$ cat src/rtl/serial_adder_pkg.sv
// serial_adder_pkg: shared types and elaboration helpers for serial_adder_n.
package serial_adder_pkg;

  typedef enum logic [1:0] {
    IDLE = 2'd0,
    RUN  = 2'd1,
    DONE = 2'd2
  } state_t;

  // True when the width/digit split is usable: at least one bit per step and
  // the operand divides into a whole number of steps.
  function automatic bit params_ok(input int width, input int digit);
    if (width < 1) return 1'b0;
    if (digit < 1) return 1'b0;
    return (width % digit) == 0;
  endfunction

  // Step counter width; a single-step adder still needs a 1-bit counter.
  function automatic int cnt_width(input int nstep);
    if (nstep <= 1) return 1;
    return $clog2(nstep);
  endfunction

endpackage

$ cat src/rtl/serial_adder_n_fa_digit_cell.sv
// fa_digit_cell: DIGIT-bit combinational ripple of full-adder cells. This is
// the only adder hardware in serial_adder_n; it is reused every RUN cycle.
module fa_digit_cell #(
  parameter int DIGIT = 1
) (
  input  logic [DIGIT-1:0] a,
  input  logic [DIGIT-1:0] b,
  input  logic             ci,
  output logic [DIGIT-1:0] s,
  output logic             co
);

  // Ripple the carry through DIGIT full-adder cells, LSB first.
  always_comb begin
    logic c;
    c  = ci;
    s  = '0;
    for (int i = 0; i < DIGIT; i++) begin
      s[i] = a[i] ^ b[i] ^ c;
      c    = (a[i] & b[i]) | (c & (a[i] ^ b[i]));
    end
    co = c;
  end

endmodule

$ cat src/rtl/serial_adder_n.sv
// serial_adder_n: multi-cycle WIDTH-bit adder processing DIGIT bits per clock
// through one shared fa_digit_cell, carry held in a register between steps.
// Optional macro SERIAL_ADDER_SUB_EN adds sub_in: B is captured inverted and
// the carry-in inverted, giving A - B - c_in with carry_out = no-borrow.
//
// state | meaning
// IDLE  | ready_out=1, waiting for start_in; operands captured on start
// RUN   | one DIGIT slice per edge, NSTEP edges; result latched on the last
// DONE  | done_out=1 for one cycle, sum_out/carry_out valid, then IDLE
module serial_adder_n
  import serial_adder_pkg::*;
#(
  parameter int WIDTH = 8,
  parameter int DIGIT = 1
) (
  input  logic             clk_in,
  input  logic             rst_n_in,
  input  logic             start_in,
  input  logic [WIDTH-1:0] a_in,
  input  logic [WIDTH-1:0] b_in,
  input  logic             c_in,
`ifdef SERIAL_ADDER_SUB_EN
  input  logic             sub_in,
`endif
  output logic             ready_out,
  output logic [WIDTH-1:0] sum_out,
  output logic             carry_out,
  output logic             done_out
);

  localparam int NSTEP = (DIGIT >= 1) ? (WIDTH / DIGIT) : 1;
  localparam int CW    = cnt_width(NSTEP);
  localparam logic [CW-1:0] LAST = CW'(NSTEP - 1);

  if (!params_ok(WIDTH, DIGIT)) begin : g_param_check
    $error("serial_adder_n: DIGIT must be >= 1 and divide WIDTH exactly");
  end

  state_t           state;
  logic [WIDTH-1:0] a_sh;
  logic [WIDTH-1:0] b_sh;
  logic [WIDTH-1:0] r_sh;
  logic             cy;
  logic [CW-1:0]    cnt;

  logic [DIGIT-1:0] sl_s;
  logic             sl_co;
  logic [WIDTH-1:0] b_eff;
  logic             c_eff;
  logic [WIDTH+DIGIT-1:0] r_cat;
  logic [WIDTH-1:0] r_next;
  logic             unused_r_low;

  fa_digit_cell #(.DIGIT(DIGIT)) u_fa (
    .a  (a_sh[DIGIT-1:0]),
    .b  (b_sh[DIGIT-1:0]),
    .ci (cy),
    .s  (sl_s),
    .co (sl_co)
  );

  // Operand conditioning at capture: subtraction is add of ~B with inverted carry-in.
  always_comb begin
`ifdef SERIAL_ADDER_SUB_EN
    b_eff = sub_in ? ~b_in : b_in;
    c_eff = sub_in ? ~c_in : c_in;
`else
    b_eff = b_in;
    c_eff = c_in;
`endif
  end

  // New slice enters at the top of the result register; the oldest low
  // digit falls off (it only ever held pre-run filler).
  assign r_cat        = {sl_s, r_sh};
  assign r_next       = r_cat[WIDTH+DIGIT-1:DIGIT];
  assign unused_r_low = ^r_cat[DIGIT-1:0];

  // Sequencer, datapath shift registers and registered outputs.
  always_ff @(posedge clk_in or negedge rst_n_in) begin
    if (!rst_n_in) begin
      state     <= IDLE;
      a_sh      <= '0;
      b_sh      <= '0;
      r_sh      <= '0;
      cy        <= 1'b0;
      cnt       <= '0;
      sum_out   <= '0;
      carry_out <= 1'b0;
      ready_out <= 1'b1;
      done_out  <= 1'b0;
    end else begin
      case (state)
        IDLE: begin
          if (start_in) begin
            a_sh      <= a_in;
            b_sh      <= b_eff;
            cy        <= c_eff;
            cnt       <= '0;
            state     <= RUN;
            ready_out <= 1'b0;
          end
        end
        RUN: begin
          a_sh <= a_sh >> DIGIT;
          b_sh <= b_sh >> DIGIT;
          r_sh <= r_next;
          cy   <= sl_co;
          cnt  <= cnt + CW'(1);
          if (cnt == LAST) begin
            sum_out   <= r_next;
            carry_out <= sl_co;
            done_out  <= 1'b1;
            state     <= DONE;
          end
        end
        DONE: begin
          done_out  <= 1'b0;
          ready_out <= 1'b1;
          state     <= IDLE;
        end
        default: begin
          done_out  <= 1'b0;
          ready_out <= 1'b1;
          state     <= IDLE;
        end
      endcase
    end
  end

endmodule

$ cat config.mk
export PLATFORM = sky130hd
export DESIGN_NAME = serial_adder_n
export DESIGN_NICKNAME = d
export VERILOG_FILES = /design/src/rtl/serial_adder_pkg.sv /design/src/rtl/serial_adder_n_fa_digit_cell.sv /design/src/rtl/serial_adder_n.sv
export SDC_FILE = /design/constraint.sdc
export NUM_CORES = 1
export LEC_CHECK = 0
export CAP_MARGIN = 20
export CORE_MARGIN = 4
export CORE_UTILIZATION = 58
export CTS_BUF_LIST = sky130_fd_sc_hd__clkbuf_8
export DETAILED_ROUTE_END_ITERATION = 8
export PLACE_DENSITY = 0.87
export REMOVE_ABC_BUFFERS = 1
export SLEW_MARGIN = 20
export SYNTH_ARGS = -nofsm -noshare
export SYNTH_HDL_FRONTEND = slang
export SYNTH_SLANG_ARGS = --single-unit
$ cat constraint.sdc
create_clock -name clk_in -period 2.2 [get_ports clk_in]
set_input_delay 0.55 -clock clk_in [delete_from_list [all_inputs] [get_ports clk_in]]
set_output_delay 0.55 -clock clk_in [all_outputs]
set_load 0.02 [all_outputs]
==> impl_metrics.tcl <==
set metrics [dict create \
    max_freq_mhz 508 \
    drv_slew 0 \
    initial_core_util_pct 61.3 \
    timing.critical_path.cells "clkdlybuf4s50_1" \
    slew_headroom_pct 42.1 \
    grt_pass1_wl_um 6510 \
    irDropWorstVdd_mv 0.909 \
    dieHeight_um 62.4 \
    layout.nets 216 \
    rows 19 \
    vias_per_cell 6.12 \
    die_area_um2 3900 \
    synth_cells 163 \
    vias 1376 \
    startpoint_type "flip-flop" \
    cts_max_level 2 \
    finalHoldViolations 0 \
    wire_per_inst_um 16.2 \
    finClkSkew_ns 0.00523 \
    setup_violations 0 \
    ys_types 22 \
    fin_crit_sh_pct 89.4 \
    outcome "completed" \
    io_pins 31 \
    overflow 0 \
    reg2reg_depth 3 \
    worstReg2RegEnd "a_sh[4]$_DFFE_PN0P_" \
    endpoint_kind "primary output" \
    grtUsageTotal_pct 20.7 \
    cp.required_ns 1.65 \
    cpMaxStageDelayCell "clkdlybuf4s50_1" \
    cts_hold_repair.buffers 0 \
    crit_arrival_ns 1.42 \
    r2r_start "state[1]$_DFFE_PN0P_" \
    p_leak_nw 0.936 \
    dp_hpwl_um 2530 \
    hold_class "in2async" \
    fin_ws_ns 0.232 \
    wirelength_um 3640 \
    critical_path_buf_inv_count 1 \
    clock_latency_ns 0.29 \
    portBuffers 30 \
    drv_cap 0 \
    ys_seq_area_share_pct 58.3 \
    tns_ns 0 \
    r2r_slack_ns 0.53 \
    p_per_area_nw_per_um2 1440 \
    dr.first_iter.drc_count 56 \
    clockBufferDepth 2 \
    syn_to_final_growth_pct 24.4 \
    first_pass_iters 4 \
    remaining_drc_errors 0 \
    ctsResizeCount 0 \
    synth-seq-cells 40 \
    n_antenna_cell 0 \
    crit_start "ready_out$_DFFE_PN1P_" \
    cts_setup_buffers 0 \
    tightest_slew_ns 0.868 \
    layout-drive-gt1-share_pct 7.73 \
    path_class "reg2out" \
    pre_cts_ws_ns 0.168 \
    postRouteAntennaNets 0 \
    cts_inserted_buffers 5 \
    synth.avg_cell_area_um2 10.5 \
    fillers 206 \
    period_minus_slack_ns 1.97 \
    synth_area_um2 1720 \
    core_um2 2810 \
    tritoncts "done" \
    grt_pass1_vias 1444 \
    die_width_um 62.4 \
    root_buffer "clkbuf_8" \
    gp_congestion 0.827 \
    cpPeakStageDelay_ns 0.60 \
    rsz0062_at_grt "false" \
    crit_fanout 2 \
    numClockSinks 40 \
    clk_pin_slew_ns 0.08 \
    antenna_found_initial 0 \
    grt_start_max_net_pins 41 \
    ys.warnings.count 0 \
    crit_family "buffers and inverters" \
]
## cell type report
class,count,area (um^2),area share (%)
Sequential cell,40,1000,46.9
Multi-Input combinational cell,110,657,30.7
Inverter,3,11.3,0.527
Timing Repair Buffer,33,318,14.9
Clock buffer,5,68.8,3.22
Tap cell,31,38.8,1.81
Clock inverter,3,42.5,1.99
## where the power goes
| part | leakage, nW | switching (mW) | internal [mW] |
|---|---|---|---|
| Sequential | 0.484 | 0.249 | 1.08 |
| Clock | 0.0541 | 0.254 | 0.335 |
| Combinational | 0.398 | 0.629 | 0.530 |
## metrics by stage
step	power [mW]	cell area (um^2)	hold slack, ns	utilization, %	cells
after floorplan	2.02	1670	0.254	-	153
after global placement	2.41	2030	0.456	72.3	217
after detailed placement	2.51	2030	0.480	72.3	217
after CTS	3.10	2140	0.393	76.2	225
after global routing	3.31	2140	0.421	76.2	225
final	3.08	2140	0.370	76.2	225
## synth_stat cells (all sizes together)
cell | count | area, um^2
o32ai | 6 | 52.6
clkinv | 1 | 3.75
or2 | 1 | 6.26
nand2 | 26 | 105
fa | 1 | 20.0
nor2 | 8 | 30.0
o21ai | 7 | 35.0
o22ai | 15 | 93.8
inv | 2 | 7.51
clkbuf | 5 | 18.8
buf | 5 | 30.0
nor2b | 2 | 12.5
a22o | 2 | 17.5
dfrtp | 39 | 976
ha | 2 | 25.0
nand2b | 2 | 12.5
a21oi | 2 | 10.0
dfstp | 1 | 26.3
mux2 | 9 | 101
nor3 | 27 | 135
## sequential cells by signal, indices dropped and copies added (netlist names), 2 cells and up
| register | cells |
|---|---|
| state | 2 |
| cnt | 3 |
| sum_out | 8 |
| r_sh | 7 |
| b_sh | 8 |
| a_sh | 8 |
## routing by layer
layer,vias up,routed length [um],global-route usage (%)
met5,-,0,0
met4,0,63,7.71
met3,9,202,5.58
met2,54,1950,36.1
met1,669,1430,24.4
li1,644,-,-
## layout by cell type (no fill, tap or decap)
master           netlist  final
a21oi_1                2      2
a22o_1                 2      2
buf_2                  3      1
buf_4                  2      3
bufinv_16              0      1
clkbuf_8               0      5
clkdlybuf4s50_1        0     29
clkinv_1               1      1
clkinv_2               0      1
clkinvlp_4             0      1
dfrtp_1               39     39
dfstp_2                1      1
fa_1                   1      1
ha_1                   2      2
inv_1                  2      2
mux2_1                 9      9
nand2_1               25     25
nand2_4                1      1
nand2b_1               2      2
nor2_1                 8      8
nor2b_1                2      2
nor3_1                27     27
o21ai_0                7      7
o22ai_1               15     15
o32ai_1                6      6
or2_2                  1      1
## kinds of logic (layout without fill, tap and decap cells)
family                   count (synthesis)  after routing  share of synthesized area, %
adder cells (fa/ha/maj)                  3              3                          2.62
AO/OA/AOI/OAI                           32             32                          12.2
multiplexers                             9              9                          5.90
AND/OR/NAND/NOR                         66             66                          17.5
buffers and inverters                   13             44                          3.49
flip-flops                              40             40                          58.3
## worst max-delay path by stage
stage,end,slack (ns),depth (start not counted)
after floorplan,carry_out$_DFFE_PN0P_,0.25,3
after global placement,cy$_DFFE_PN0P_,0.26,4
after detailed placement,b_sh[1]$_DFFE_PN0P_,0.17,4
after CTS,ready_out,0.23,1
after global routing,ready_out,0.20,1
final,ready_out,0.23,1
Note: power is estimated with default switching activity, not from simulation.
